$ cat src/rtl/rf_frame_receiver.sv
// rf_frame_receiver: hunts for a sync word in the decoded bit stream, then deframes length, payload and CRC-8.
// Defining RX_CRC8_EN enables the trailing CRC-8 byte check; without it crc_ok is 1 with every frame_done.
module rf_frame_receiver #(
    parameter logic [15:0] SYNC_WORD = 16'h2DD4,
    parameter int unsigned MAX_LEN   = 32
) (
    input  logic       clk2x,
    input  logic       rst_n,
    input  logic       bit_in,
    input  logic       bit_stb,
    input  logic       bit_err,
    output logic [7:0] byte_data,
    output logic       byte_valid,
    output logic [7:0] frame_len,
    output logic       in_frame,
    output logic       frame_done,
    output logic       crc_ok,
    output logic       frame_err
);
    localparam logic [7:0] MAX_LEN_B = MAX_LEN[7:0];

    typedef enum logic [2:0] {S_HUNT, S_LEN, S_DATA, S_CRC, S_DONE} state_e;

    state_e      state_q, state_d;
    logic [15:0] shift_q, shift_d;
    logic [2:0]  bit_cnt_q, bit_cnt_d;
    logic [7:0]  byte_cnt_q, byte_cnt_d;
    logic [7:0]  byte_data_q, byte_data_d;
    logic        byte_valid_q, byte_valid_d;
    logic [7:0]  frame_len_q, frame_len_d;
    logic        in_frame_q, in_frame_d;
    logic        frame_done_q, frame_done_d;
    logic        crc_ok_q, crc_ok_d;
    logic        frame_err_q, frame_err_d;

    logic [15:0] shift_in;
    logic [7:0]  rx_byte;
    assign shift_in = {shift_q[14:0], bit_in};
    assign rx_byte  = shift_in[7:0];

`ifdef RX_CRC8_EN
    logic [7:0] crc_q, crc_d, crc_next;
    // Serial CRC-8, poly 0x07, MSB-first.
    assign crc_next = {crc_q[6:0], 1'b0} ^ ((crc_q[7] ^ bit_in) ? 8'h07 : 8'h00);
`endif

    always_comb begin
        state_d      = state_q;
        shift_d      = shift_q;
        bit_cnt_d    = bit_cnt_q;
        byte_cnt_d   = byte_cnt_q;
        byte_data_d  = byte_data_q;
        byte_valid_d = 1'b0;
        frame_len_d  = frame_len_q;
        in_frame_d   = in_frame_q;
        frame_done_d = 1'b0;
        crc_ok_d     = crc_ok_q;
        frame_err_d  = 1'b0;
`ifdef RX_CRC8_EN
        crc_d        = crc_q;
`endif
        case (state_q)
            S_HUNT: begin
                if (bit_err) begin
                    shift_d = '0;
                end else if (bit_stb) begin
                    shift_d = shift_in;
                    if (shift_in == SYNC_WORD) begin
                        state_d    = S_LEN;
                        in_frame_d = 1'b1;
                        bit_cnt_d  = 3'd0;
                        byte_cnt_d = 8'd0;
`ifdef RX_CRC8_EN
                        crc_d      = 8'h00;
`endif
                    end
                end
            end
            S_LEN, S_DATA, S_CRC: begin
                if (bit_err) begin
                    // Abort wins over a coincident strobe; the window is cleared so no stale bits re-match.
                    frame_err_d = 1'b1;
                    in_frame_d  = 1'b0;
                    shift_d     = '0;
                    state_d     = S_HUNT;
                end else if (bit_stb) begin
                    shift_d   = shift_in;
                    bit_cnt_d = bit_cnt_q + 3'd1;
`ifdef RX_CRC8_EN
                    if (state_q != S_CRC) crc_d = crc_next;
`endif
                    if (bit_cnt_q == 3'd7) begin
                        if (state_q == S_LEN) begin
                            frame_len_d = rx_byte;
                            byte_cnt_d  = 8'd0;
                            if (rx_byte == 8'd0 || rx_byte > MAX_LEN_B) begin
                                frame_err_d = 1'b1;
                                in_frame_d  = 1'b0;
                                shift_d     = '0;
                                state_d     = S_HUNT;
                            end else begin
                                state_d = S_DATA;
                            end
                        end else if (state_q == S_DATA) begin
                            byte_data_d  = rx_byte;
                            byte_valid_d = 1'b1;
                            byte_cnt_d   = byte_cnt_q + 8'd1;
                            if (byte_cnt_q == frame_len_q - 8'd1) begin
`ifdef RX_CRC8_EN
                                state_d = S_CRC;
`else
                                state_d      = S_DONE;
                                frame_done_d = 1'b1;
                                crc_ok_d     = 1'b1;
                                in_frame_d   = 1'b0;
                                shift_d      = '0;
`endif
                            end
                        end else begin
                            state_d      = S_DONE;
                            frame_done_d = 1'b1;
`ifdef RX_CRC8_EN
                            crc_ok_d     = (rx_byte == crc_q);
`else
                            crc_ok_d     = 1'b1;
`endif
                            in_frame_d   = 1'b0;
                            shift_d      = '0;
                        end
                    end
                end
            end
            S_DONE: begin
                state_d = S_HUNT;
                shift_d = '0;
            end
            default: state_d = S_HUNT;
        endcase
    end

    always_ff @(posedge clk2x or negedge rst_n) begin
        if (!rst_n) begin
            state_q      <= S_HUNT;
            shift_q      <= '0;
            bit_cnt_q    <= '0;
            byte_cnt_q   <= '0;
            byte_data_q  <= '0;
            byte_valid_q <= 1'b0;
            frame_len_q  <= '0;
            in_frame_q   <= 1'b0;
            frame_done_q <= 1'b0;
            crc_ok_q     <= 1'b0;
            frame_err_q  <= 1'b0;
`ifdef RX_CRC8_EN
            crc_q        <= '0;
`endif
        end else begin
            state_q      <= state_d;
            shift_q      <= shift_d;
            bit_cnt_q    <= bit_cnt_d;
            byte_cnt_q   <= byte_cnt_d;
            byte_data_q  <= byte_data_d;
            byte_valid_q <= byte_valid_d;
            frame_len_q  <= frame_len_d;
            in_frame_q   <= in_frame_d;
            frame_done_q <= frame_done_d;
            crc_ok_q     <= crc_ok_d;
            frame_err_q  <= frame_err_d;
`ifdef RX_CRC8_EN
            crc_q        <= crc_d;
`endif
        end
    end

    assign byte_data  = byte_data_q;
    assign byte_valid = byte_valid_q;
    assign frame_len  = frame_len_q;
    assign in_frame   = in_frame_q;
    assign frame_done = frame_done_q;
    assign crc_ok     = crc_ok_q;
    assign frame_err  = frame_err_q;
endmodule
$ cat config.mk
export PLATFORM = sky130hd
export DESIGN_NAME = rf_frame_receiver
export DESIGN_NICKNAME = d
export VERILOG_FILES = /design/src/rtl/rf_frame_receiver.sv
export SDC_FILE = /design/constraint.sdc
export NUM_CORES = 1
export LEC_CHECK = 0
export ABC_AREA = 1
export BUFFER_PORTS_ARGS = -buffer_cell sky130_fd_sc_hd__buf_2
export CAP_MARGIN = 20
export CORE_AREA = 2 2 95 97
export DETAILED_ROUTE_END_ITERATION = 8
export DIE_AREA = 0 0 97 99
export GPL_TIMING_DRIVEN = 0
export PLACE_DENSITY_LB_ADDON = 0.12
export SETUP_SLACK_MARGIN = 0.1
export SLEW_MARGIN = 30
export SYNTH_ARGS = -nofsm -noshare
export SYNTH_HDL_FRONTEND = slang
export SYNTH_SLANG_ARGS = --single-unit
$ cat constraint.sdc
create_clock -name clk2x -period 1.85 [get_ports clk2x]
set_input_delay 0.37 -clock clk2x [delete_from_list [all_inputs] [get_ports clk2x]]
set_output_delay 0.37 -clock clk2x [all_outputs]
set_load 0.01 [all_outputs]
# Word level (Yosys, flattened, before mapping)
# Cells that the tools add are included.
op_classes:
  mux: 68
  n_eq_ne: 20
  n_bitwise: 2
  add_sub_neg: 3
  n_reduce_logical: 14
  magnitude_cmp: 1
ops:
  columns: ["operator", "n"]
  rows:
  - ["15-bit two-way mux", 9]
  - ["8-bit two-way mux", 8]
  - ["15-bit case mux with 3 select lines", 1]
  - ["3-bit two-way mux", 14]
  - ["1-bit two-way mux", 31]
  - ["6-bit AND reduction", 4]
  - ["16-bit by 14-bit equality test with 1-bit output (second input constant)", 1]
  - ["8-bit case mux with 2 select lines", 1]
  - ["8-bit AND reduction", 2]
  - ["2-bit != test (second input constant)", 6]
  - ["3-bit != test (second input constant)", 4]
  - ["3-bit case mux with 2 select lines", 2]
  - ["8-bit by 1-bit adder with 8-bit output (second input constant)", 1]
  - ["8-bit equality test", 1]
  - ["8-bit by 6-bit > comparator with 1-bit output (second input constant)", 1]
  - ["8-bit logical NOT", 1]
  - ["8-bit by 1-bit subtractor with 8-bit output (second input constant)", 1]
  - ["3-bit by 2-bit equality test with 1-bit output (second input constant)", 2]
  - ["3-bit equality test (second input constant)", 2]
  - ["5-bit != test (second input constant)", 1]
  - ["5-bit AND reduction", 1]
  - ["4-bit != test (second input constant)", 1]
  - ["3-bit by 1-bit adder with 3-bit output (second input constant)", 1]
  - ["3-bit by 1-bit equality test with 1-bit output (second input constant)", 1]
  - ["10 further kinds", 11]
word_totals:
  regBits: 50
  out_inout_bits: 21

# Longest topological paths before layout
# Gate-level depths: netlist of run 1.
logic_depth:
  depth_word: 9
  depth_mapped: 16

# Worst setup path after synthesis of run 1
# No wires, ideal clock.
synth_timing:
  kind: "register to register"
  from: "reg frame_len_q[0], in the netlist frame_len[0]"
  to: "reg shift_q[0]"
  stages_incl_launch_ff: 17
  setup_slack_ps: -27
  period_less_slack_ps: 1877
  required_ps: 1730
  t_arrival_ps: 1757
  cell_sequence: "dfrtp_1 inv_2 ha_1 nand2_1 inv_1 nor2_1 nand2_1 nor2_1 nand3_1 nor2_1 nand3_2 nand2_2 nand2_2 nand2_2 nand2_4 nand2_1 a21oi_2"
synth_between:
  elab_chain_len: 9
synth_rtl:
  columns: ["item", "line", "source"]
  rows:
  - ["from (decl)", "30", "logic [7:0] frame_len_q, frame_len_d;"]
  - ["from (signal assigned)", "164", "frame_len_q <= frame_len_d;"]
  - ["8-bit by 1-bit subtractor with 8-bit output", "108", "if (byte_cnt_q == frame_len_q - 8'd1) begin"]
  - ["8-bit equality test", "108", null]
  - ["15-bit two-way mux", "108", null]
  - ["15-bit two-way mux", "104", "end else if (state_q == S_DATA) begin"]
  - ["15-bit two-way mux", "93", "if (state_q == S_LEN) begin"]
  - ["15-bit two-way mux", "92", "if (bit_cnt_q == 3'd7) begin"]
  - ["15-bit two-way mux", "86", "end else if (bit_stb) begin"]
  - ["15-bit two-way mux", "80", "if (bit_err) begin"]
  - ["15-bit case mux with 3 select lines", "62", "case (state_q)"]
  - ["to (signal assigned)", "159", "shift_q <= shift_d;"]
  - ["to (decl)", "25", "logic [15:0] shift_q, shift_d;"]
# Every way passes these cells. The select of a mux whose other input is x is not followed.
# A chain may end at the register's enable or synchronous reset.

# Worst setup path in the final report of run 1
layout_timing:
  from: "reg frame_len_q[0], in the netlist frame_len[0]"
  to: "reg shift_q[12]"
# Same word-level chain as after synthesis.

==> results.cfg, run 1 <==
[run_status]
status = complete, but fails checks
failed_checks = negative setup slack

[route]
detailedRoute.firstIterationViolations = 104
post_detailed_route_via_to_cell_ratio = 4.73
antenna_violating_nets_post_route = 0
drc = 0
route.vias.total = 2482
sum_of_routed_wire_length_over_all_layers_um = 7040
avgRoutedWirePerCell_um = 13.4
first_pass_iters = 4

[sta]
finalSetupViolCount = 14
finalHoldViolCount = 0
final_max_slew_viol_count = 0
finalCriticalPeriod_ns = 1.94
period_share_pct = 105
final.setup.worst_slack_ns = -0.0902
timing.max_slew.rel_slack_pct = 56.2
clock_skew_ns = 0.0181
grt_setup_unrepaired = yes
worst-slew-pin-transition_ns = 0.657
fin_worst_hold_slack_ns = 0.0695
finalSetupTns_ns = -0.867
maxClockFrequency_ghz = 0.515

[yosys]
syn_avg_cell_area_um2 = 7.77
yosys_warn_count = 0
post_synth_inst_count = 366
synthDistinctLibCells = 34
share_of_async_settable_or_async_resettable_flops_after_synthesis_pct = 100
syn-cell-area_um2 = 2850
synth_top_flop_cell = dfrtp_1
ys_seq_area_share_pct = 44.0
synth_edf_count = 0
mappedNetlistNets = 375
synth_seq_cells = 50

[global_routing]
aggregate_global_route_resource_usage_pct = 15.2
grt_first_pass_wirelength_um = 12000
antenna_found_initial = 0
met2_usage_pct = 25.4
top_usage_layer = met2
globalRouteMet1Util_pct = 20.7
overflow_left_after_global_routing = 0
first_global_vias = 2440
grt_use_met3_pct = 2.48
grt_max_degree = 51

[clock_tree]
htreeDepth = 2
tritoncts = built
insertion_delay_ns = 0.31
tritoncts.num_buffers = 5
clk_root_buffer_cell = clkbuf_8
clock_sink_count = 50
hold_buffers = 0
cts_buffer_depth = 2
clk_transition_reported_paths_ns = 0.11

[pwr]
clockPowerShare_pct = 17.0
power.internal_mw = 2.63
p_leak_nw = 1.73
powerDensity_nw_per_um2 = 1320
pwr-share-seq_pct = 35.0
combPwrFrac_pct = 48.0
switchingPower_mw = 2.00
max-vdd-ir-drop_v = 0.000429
switching_share_pct = 43.2

[worst_setup_path]
worst_setup_path_start_kind = flop
worstSetupEndpointType = flop
critical_path.cell_chain = inv_4 > ha_4 > nand2_1 > inv_1 > nor2_1 > nand2_1 > nor2_1 > nand3_1 > nor2_2 > nand3_2 > nand2_2 > nand2_2 > nand2_4 > nand2_4 > nand2_1 > a21oi_2
r2r_start = frame_len[0]$_DFFE_PN0P_
regToRegSetupSlack_ns = -0.09
worstReg2RegEnd = shift_q[12]$_DFFE_PN0P_
critical_path_required_ns = 2.05
crit_path_frequent_cell = nand2_1
worstPathMaxFanout = 5
max_stage_delay_ns = 0.45
path_class = reg -> reg
timing.critical_path.slowest_stage_cell = dfrtp_2
critPathArrivalTime_ns = 2.14
worst_r2r_path_depth = 16

[cells_and_area]
final_layout_size_suffix_gt1_share_pct = 30.5
n_antenna_cell = 0
syn2layout_area_growth_pct = 23.7
layout.cells.most_common = nand2_1
fin_nets = 425
leading_cell_types_in_the_layout_fill_and_taps_excluded = nand2_1, inv_1, dfrtp_1, nor2_1, o21ai_0

[worst_hold_path]
worstHoldPathType = in -> async

[die]
floorplan.die.width_um = 97
start_util_pct = 33.3
die_y_um = 99
num_rows = 34
design.die.area_um2 = 9600
core_region_area_um2 = 8550
design.portCount = 26

[placed_design]
final_wtd_congestion = 0.784
dp_hpwl_um = 4790
portBuffers = 25

[run]
drv.max_cap_violation_count = 0
## synthesized netlist by cell type, types with 2 or more instances
library cell	n	area (um2)
inv_4	3	18.8
nor2_1	44	165
nand3_1	23	115
nand2_2	6	37.5
o21ai_0	32	160
xor2_1	3	26.3
a21oi_2	10	87.6
nand2_1	73	274
nand4_1	8	50.1
xnor2_1	2	17.5
nand2_4	4	45.0
nor2_2	4	25.0
ha_1	4	50.1
nor3_1	5	25.0
inv_2	7	26.3
inv_1	50	188
nand3_2	2	20.0
nor3_2	3	30.0
o21ai_1	2	10.0
dfrtp_1	50	1250
clkbuf_1	4	15.0
nor2_8	2	40.0
a21oi_1	14	70.1
## layer usage
metal,vias to the layer above,share of wire (%)
met1,1186,48
met5,-,0
met4,0,1.0
met3,6,2.3
li1,1265,-
met2,25,48
## state kept, by name, summed over array words and instances (netlist names)
signal and cells:
shift_q 15, byte_cnt_q 8, byte_data 8, frame_len 8, bit_cnt_q 3, state_q 3, byte_valid 1, crc_ok 1
frame_done 1, frame_err 1, in_frame 1
## per-stage QoR
stage          area (um2)  utilization, %  instances  setup WS (ns)  total power [mW]
2_1_floorplan        2860               -        366         0.0587              3.07
3_3_place_gp         3120            36.5        499         -0.252              3.54
3_5_place_dp         3130            36.6        499         -0.242              3.56
4_1_cts              3420            40.0        520        -0.0987              4.58
5_1_grt              3520            41.1        525         -0.269              5.07
6_report             3520            41.1        525        -0.0902              4.63
## area by class of cell
type | instances | area, um2
plain buffers | 5 | 33.8
clock buffers | 6 | 72.6
clock inverters | 2 | 37.5
fillers | 885 | 5030
inverters | 61 | 241
multi-input cells | 251 | 1480
flip-flops and latches | 50 | 1250
well taps | 108 | 135
repair buffers | 42 | 263
## critical path, delay by kind of cell (launching register included)
family	cells	cell delay [ns]
AND/OR/NAND/NOR	12	1.03
flip-flops	1	0.45
adder cells (fa/ha/maj)	1	0.20
buffers and inverters	2	0.10
AO/OA/AOI/OAI	1	0.05
## cells by family after synthesis
logic type	after synthesis	share of synthesized area, %
AND/OR/NAND/NOR	178	30.4
XOR/XNOR	5	1.54
adder cells (fa/ha/maj)	4	1.76
buffers and inverters	66	9.23
flip-flops	50	44.0
AO/OA/AOI/OAI	63	13.1
## worst max path at each step
stage                        startpoint                  endpoint  slack (ns)  cells past startpoint
6_report       frame_len[0]$_DFFE_PN0P_   shift_q[12]$_DFFE_PN0P_       -0.09                     16
5_1_grt        frame_len[0]$_DFFE_PN0P_   shift_q[12]$_DFFE_PN0P_       -0.27                     16
4_1_cts        frame_len[0]$_DFFE_PN0P_    shift_q[9]$_DFFE_PN0P_        -0.1                     16
3_5_place_dp   bit_cnt_q[0]$_DFFE_PN0P_  byte_data[6]$_DFFE_PN0P_       -0.24                      8
3_3_place_gp   bit_cnt_q[0]$_DFFE_PN0P_  byte_data[6]$_DFFE_PN0P_       -0.25                      8
2_1_floorplan  frame_len[0]$_DFFE_PN0P_    shift_q[0]$_DFFE_PN0P_        0.06                     16
## power groups by stage
stage | Combinational (mW) | Clock (mW) | Sequential [mW]
2_1_floorplan | 1.44 | 0 | 1.63
3_3_place_gp | 1.89 | 0 | 1.65
3_5_place_dp | 1.91 | 0 | 1.65
4_1_cts | 2.15 | 0.812 | 1.62
5_1_grt | 2.54 | 0.865 | 1.66
6_report | 2.22 | 0.789 | 1.62
## what timing repair did
| action | in CTS | in global routing |
|---|---|---|
| pin swaps | 6 | 8 |
| gates cloned | 1 | 0 |
| buffers inserted | 12 | 5 |
| setup endpoints to repair | 44 | 44 |
| resized for setup | 25 | 22 |
(Power assumes the default switching activity.)
==> run 2: changes to the inputs <==
ABC_CLOCK_PERIOD_IN_PS = 1850   (was not set)
BUFFER_PORTS_ARGS = -buffer_cell sky130_fd_sc_hd__buf_4   (was -buffer_cell sky130_fd_sc_hd__buf_2)
PLACE_DENSITY_LB_ADDON = 0.1   (was 0.12)
==> run 2 against run 1 <==
Compared with the run above:
- highest routed layer unchanged
- via count grew 0.16%
- first-iteration DRC count up 25%
- worst setup slack better by 0.0083 ns
- sequential share of layout area down 1.1 points
- core utilization increased by 1.3 points
- die area unchanged
- the run still ends with negative setup slack left
- non-clock buffer count is the same
==> results.cfg, run 2 (synthesis gave the netlist of run 1 again) <==
[die]
design.portCount = 26
num_rows = 34
core_region_area_um2 = 8550
floorplan.die.width_um = 97
die_y_um = 99
design.die.area_um2 = 9600
start_util_pct = 33.3

[worst_setup_path]
worstPathMaxFanout = 4
worstSetupEndpointType = flop
critical_path_required_ns = 2.06
path_class = reg -> reg
worst_setup_path_start_kind = flop
critPathArrivalTime_ns = 2.14
regToRegSetupSlack_ns = -0.08

[global_routing]
grt_max_degree = 51
grt_first_pass_wirelength_um = 11600
aggregate_global_route_resource_usage_pct = 15.0
antenna_found_initial = 0
met2_usage_pct = 25.3
globalRouteMet1Util_pct = 19.5
top_usage_layer = met2
overflow_left_after_global_routing = 0
first_global_vias = 2401
grt_use_met3_pct = 2.62

[worst_hold_path]
worstHoldPathType = in -> async

[placed_design]
portBuffers = 25
place_worst_setup_slack_ns = -0.207
dp_hpwl_um = 4750
placement_stage_cell_area_um2 = 3190
final_wtd_congestion = 0.825
dpl.cell_count = 499

[sta]
worst-slew-pin-transition_ns = 0.651
final_max_slew_viol_count = 0
finalCriticalPeriod_ns = 1.93
final.setup.worst_slack_ns = -0.0819
finalSetupViolCount = 17
clock_skew_ns = 0.0115
period_share_pct = 104
grt_setup_unrepaired = yes
finalSetupTns_ns = -0.992
maxClockFrequency_ghz = 0.518
finalHoldViolCount = 0
timing.max_slew.rel_slack_pct = 56.6

[clock_tree]
tritoncts = built
clk_transition_reported_paths_ns = 0.11
clock_sink_count = 50
htreeDepth = 2
insertion_delay_ns = 0.31
clk_root_buffer_cell = clkbuf_8
tritoncts.num_buffers = 5
cts_buffer_depth = 2
hold_buffers = 0

[cells_and_area]
n_antenna_cell = 0
final_design_area_no_fill_um2 = 3630
layout.cells.most_common = nand2_1
top_register = shift_q
final_layout_size_suffix_gt1_share_pct = 33.1
fin_nets = 425
final_cell_count_no_fill = 525
largest_reg_flops = 15
leading_cell_types_in_the_layout_fill_and_taps_excluded = nand2_1, dfrtp_1, inv_1, nor2_1, buf_4
syn2layout_area_growth_pct = 27.4

[route]
sum_of_routed_wire_length_over_all_layers_um = 6870
post_detailed_route_via_to_cell_ratio = 4.74
avgRoutedWirePerCell_um = 13.1
drc = 0
detailedRoute.firstIterationViolations = 130
first_pass_iters = 4
antenna_violating_nets_post_route = 0
route.vias.total = 2486

[run]
drv.max_cap_violation_count = 0

[pwr]
p_leak_nw = 1.73
total_power_mw = 4.73
powerDensity_nw_per_um2 = 1300
max-vdd-ir-drop_v = 0.000404

[run_status]
failed_checks = negative setup slack
status = complete, but fails checks
[run 2: final timing paths]
kind | startpoint | to | depth (start not counted)
min in group clk2x | bit_stb | frame_err$_DFF_PN0_ | 3
max in group asynchronous | rst_n | shift_q[4]$_DFFE_PN0P_ | 1
hold reg to reg | in_frame$_DFFE_PN0P_ | in_frame$_DFFE_PN0P_ | 2
setup reg to reg | frame_len[0]$_DFFE_PN0P_ | in_frame$_DFFE_PN0P_ | 16
hold / removal | rst_n | byte_data[2]$_DFFE_PN0P_ | 1
setup / recovery | frame_len[0]$_DFFE_PN0P_ | in_frame$_DFFE_PN0P_ | 16
[run 2: where the power goes]
group / internal (mW) / leakage (nW) / switching (mW)
sequential: 1.37 / 0.662 / 0.261
combinational: 0.991 / 1.03 / 1.42
clock: 0.272 / 0.0408 / 0.412
[run 2: timing repair]
| item | in CTS | in global routing |
|---|---|---|
| cloned | 1 | 0 |
| setup endpoints to repair | 44 | 38 |
| buffers inserted | 10 | 7 |
| gates resized for setup | 27 | 35 |
| pin swaps | 1 | 14 |
[run 2: through the flow]
step,util (%),hold slack (ns)
after detailed placement,37.3,0.451
after floorplan,-,0.0744
after global placement,37.3,0.453
after CTS,40.5,0.0950
after global routing,42.4,0.124
final,42.4,0.0762
[run 2: cell type report]
| type | count | area [um2] |
|---|---|---|
| buffer | 5 | 31.3 |
| fill | 885 | 4920 |
| inverter | 61 | 241 |
| clock buffer | 5 | 68.8 |
| clock inverter | 3 | 23.8 |
| timing repair buffer | 42 | 330 |
| tap | 108 | 135 |
| multi-input combinational | 251 | 1540 |
| sequential | 50 | 1250 |
[run 2: critical path, cell delays in order, from the launching register on]
cell and delay (ns):
dfrtp_2 0.45, inv_4 0.07, ha_4 0.20, nand2_2 0.06, inv_2 0.03, nor2_1 0.07
nand2_1 0.05, nor2_1 0.10, nand3_1 0.08, nor2_2 0.12, nand3_2 0.12, nand3_1 0.11
nand2_2 0.09, nor2_4 0.11, nand2_1 0.06, nand2_1 0.05, nand2_1 0.05
[run 2: layer usage]
layer  wire length, um  share of wire [%]  vias up
met5                 0                  0        -
met2              3350                 49       29
met4               108                1.6        0
li1                  -                  -     1275
met1              3230                 47     1174
met3               188                2.7        8
==> run 3: changes to the inputs <==
CELL_PAD_IN_SITES_DETAIL_PLACEMENT = 1   (was not set)
CELL_PAD_IN_SITES_GLOBAL_PLACEMENT = 2   (was not set)
CORE_AREA = 2 2 99 101   (was 2 2 95 97)
DIE_AREA = 0 0 101 103   (was 0 0 97 99)
==> run 3 against run 2 <==
Compared with the run above:
- the run still ends with negative setup slack left
- core utilization decreased by 3.0 points
- die area increased by 8.3%
- fmax increased by 0.79%
- sequential cell count unchanged
- final cell count increased by 1.1%
- global-route usage increased by 1.3 points
- sequential share of layout area decreased by 0.85 points
- clock power increased by 2%
- power increased by 4.1%
- largest cell class unchanged
- largest power group unchanged
==> results.cfg, run 3 (synthesis gave the netlist of run 1 again) <==
[worst_setup_path]
worst_setup_path_start_kind = flop
cp-startpoint = frame_len[0]$_DFFE_PN0P_
r2r_start = frame_len[0]$_DFFE_PN0P_
worstSetupEndpointType = flop
path_class = reg -> reg
critPathArrivalTime_ns = 2.12
critical_path_required_ns = 2.06
worstPathMaxFanout = 3

[run]
drv.max_cap_violation_count = 0

[die]
num_rows = 36
floorplan.die.width_um = 101
core_region_area_um2 = 9460
design.portCount = 26
design.die.area_um2 = 10400
die_y_um = 103
start_util_pct = 30.1

[pwr]
powerDensity_nw_per_um2 = 1320
p_leak_nw = 1.75
total_power_mw = 4.93
max-vdd-ir-drop_v = 0.000435

[clock_tree]
cts_buffer_depth = 2
tritoncts.num_buffers = 5
htreeDepth = 2
tritoncts = built
clk_transition_reported_paths_ns = 0.11
clock_sink_count = 50
insertion_delay_ns = 0.32
clk_root_buffer_cell = clkbuf_8

[cells_and_area]
final_layout_size_suffix_gt1_share_pct = 37.2
leading_cell_types_in_the_layout_fill_and_taps_excluded = nand2_1, dfrtp_1, inv_1, buf_4, nor2_1
n_antenna_cell = 0
largest_reg_flops = 15
utilization_pct = 39.4
syn2layout_area_growth_pct = 30.9
fillers = 1167
layout.cells.most_common = nand2_1
final_cell_count_no_fill = 531
top_register = shift_q
fin_nets = 425

[placed_design]
final_wtd_congestion = 0.818
place_worst_setup_slack_ns = -0.319
dp_hpwl_um = 5440
portBuffers = 25
dpl.cell_count = 505

[global_routing]
grt_max_degree = 51
antenna_found_initial = 0
overflow_left_after_global_routing = 0
grt_first_pass_wirelength_um = 13200
first_global_vias = 2597
aggregate_global_route_resource_usage_pct = 16.2

[run_status]
failed_checks = negative setup slack
status = complete, but fails checks

[sta]
clock_skew_ns = 0.0146
final.setup.worst_slack_ns = -0.0667
maxClockFrequency_ghz = 0.522
grt_setup_unrepaired = yes
finalSetupViolCount = 18
timing.max_slew.rel_slack_pct = 55.3
period_share_pct = 104
worst-slew-pin-transition_ns = 0.671
finalCriticalPeriod_ns = 1.92
final_max_slew_viol_count = 0
finalHoldViolCount = 0

[route]
detailedRoute.firstIterationViolations = 57
total_met3_wirelength_after_detailed_routing_um = 172
route.met2.wl_um = 3960
route.vias.total = 2531
sum_of_routed_wire_length_over_all_layers_um = 7910
drc = 0
post_detailed_route_via_to_cell_ratio = 4.77
antenna_violating_nets_post_route = 0
routed.top_layer = met4
avgRoutedWirePerCell_um = 14.9
met1_length_um = 3690
first_pass_iters = 4

[worst_hold_path]
worstHoldPathType = in -> async
## run 3: through the flow
step / instance area (um2) / setup TNS [ns] / hold slack (ns)
floorplan: 2860 / 0 / 0.0744
global placement: 3190 / -7.50 / 0.454
detailed placement: 3190 / -7.44 / 0.462
CTS: 3500 / -1.42 / 0.106
global route: 3720 / -4.69 / 0.104
finish: 3720 / -0.863 / 0.0684
## run 3: power breakdown
group / switching, mW / internal [mW]
sequential: 0.268 / 1.37
combinational: 1.55 / 1.03
clock: 0.417 / 0.280
total: 2.24 / 2.69
## run 3: layer usage
metal / global-route usage (%) / vias to the layer above
li1: - / 1264
met1: 21.1 / 1239
met2: 28.7 / 21
met3: 2.31 / 7
met4: 3.74 / 0
met5: 0 / -
## run 3: final timing paths
path / endpoint / slack [ns] / depth (start not counted)
min: shift_q[10]$_DFFE_PN0P_ / 0.07 / 1
max reg2reg: shift_q[9]$_DFFE_PN0P_ / -0.07 / 16
min in group clk2x: frame_err$_DFF_PN0_ / 0.38 / 3
min reg2reg: in_frame$_DFFE_PN0P_ / 0.48 / 2
max: shift_q[9]$_DFFE_PN0P_ / -0.07 / 16
max in group asynchronous: shift_q[4]$_DFFE_PN0P_ / 1.29 / 1
## run 3: cell type report
type | instances | area [um2] | share of cell area (%)
Timing Repair Buffer | 42 | 330 | 8.87
Tap cell | 114 | 143 | 3.83
Clock buffer | 5 | 68.8 | 1.85
Buffer | 5 | 40.0 | 1.07
Inverter | 61 | 241 | 6.48
Sequential cell | 50 | 1260 | 33.8
Multi-Input combinational cell | 251 | 1620 | 43.4
Clock inverter | 3 | 26.3 | 0.705
## run 3: worst max-delay path, stage by stage, from the launching register on
cell and delay (ns):
dfrtp_2 0.44, inv_4 0.07, ha_4 0.20, nand2_2 0.06, inv_2 0.03, nor2_2 0.06
nand2_1 0.05, nor2_1 0.08, nand3_1 0.09, nor2_2 0.13, nand3_2 0.12, nand2_4 0.11
nand2_4 0.07, nand2_8 0.09, nand3_4 0.09, nand3_2 0.07, nand2_1 0.04
## run 3: repair_timing
action                                  4_1_cts  5_1_grt
hold buffers                                  0        0
gates cloned                                  1        0
endpoints found under the setup margin       44       46
pin swaps                                    11       19
setup buffers                                11        6
resized for setup                            38       52
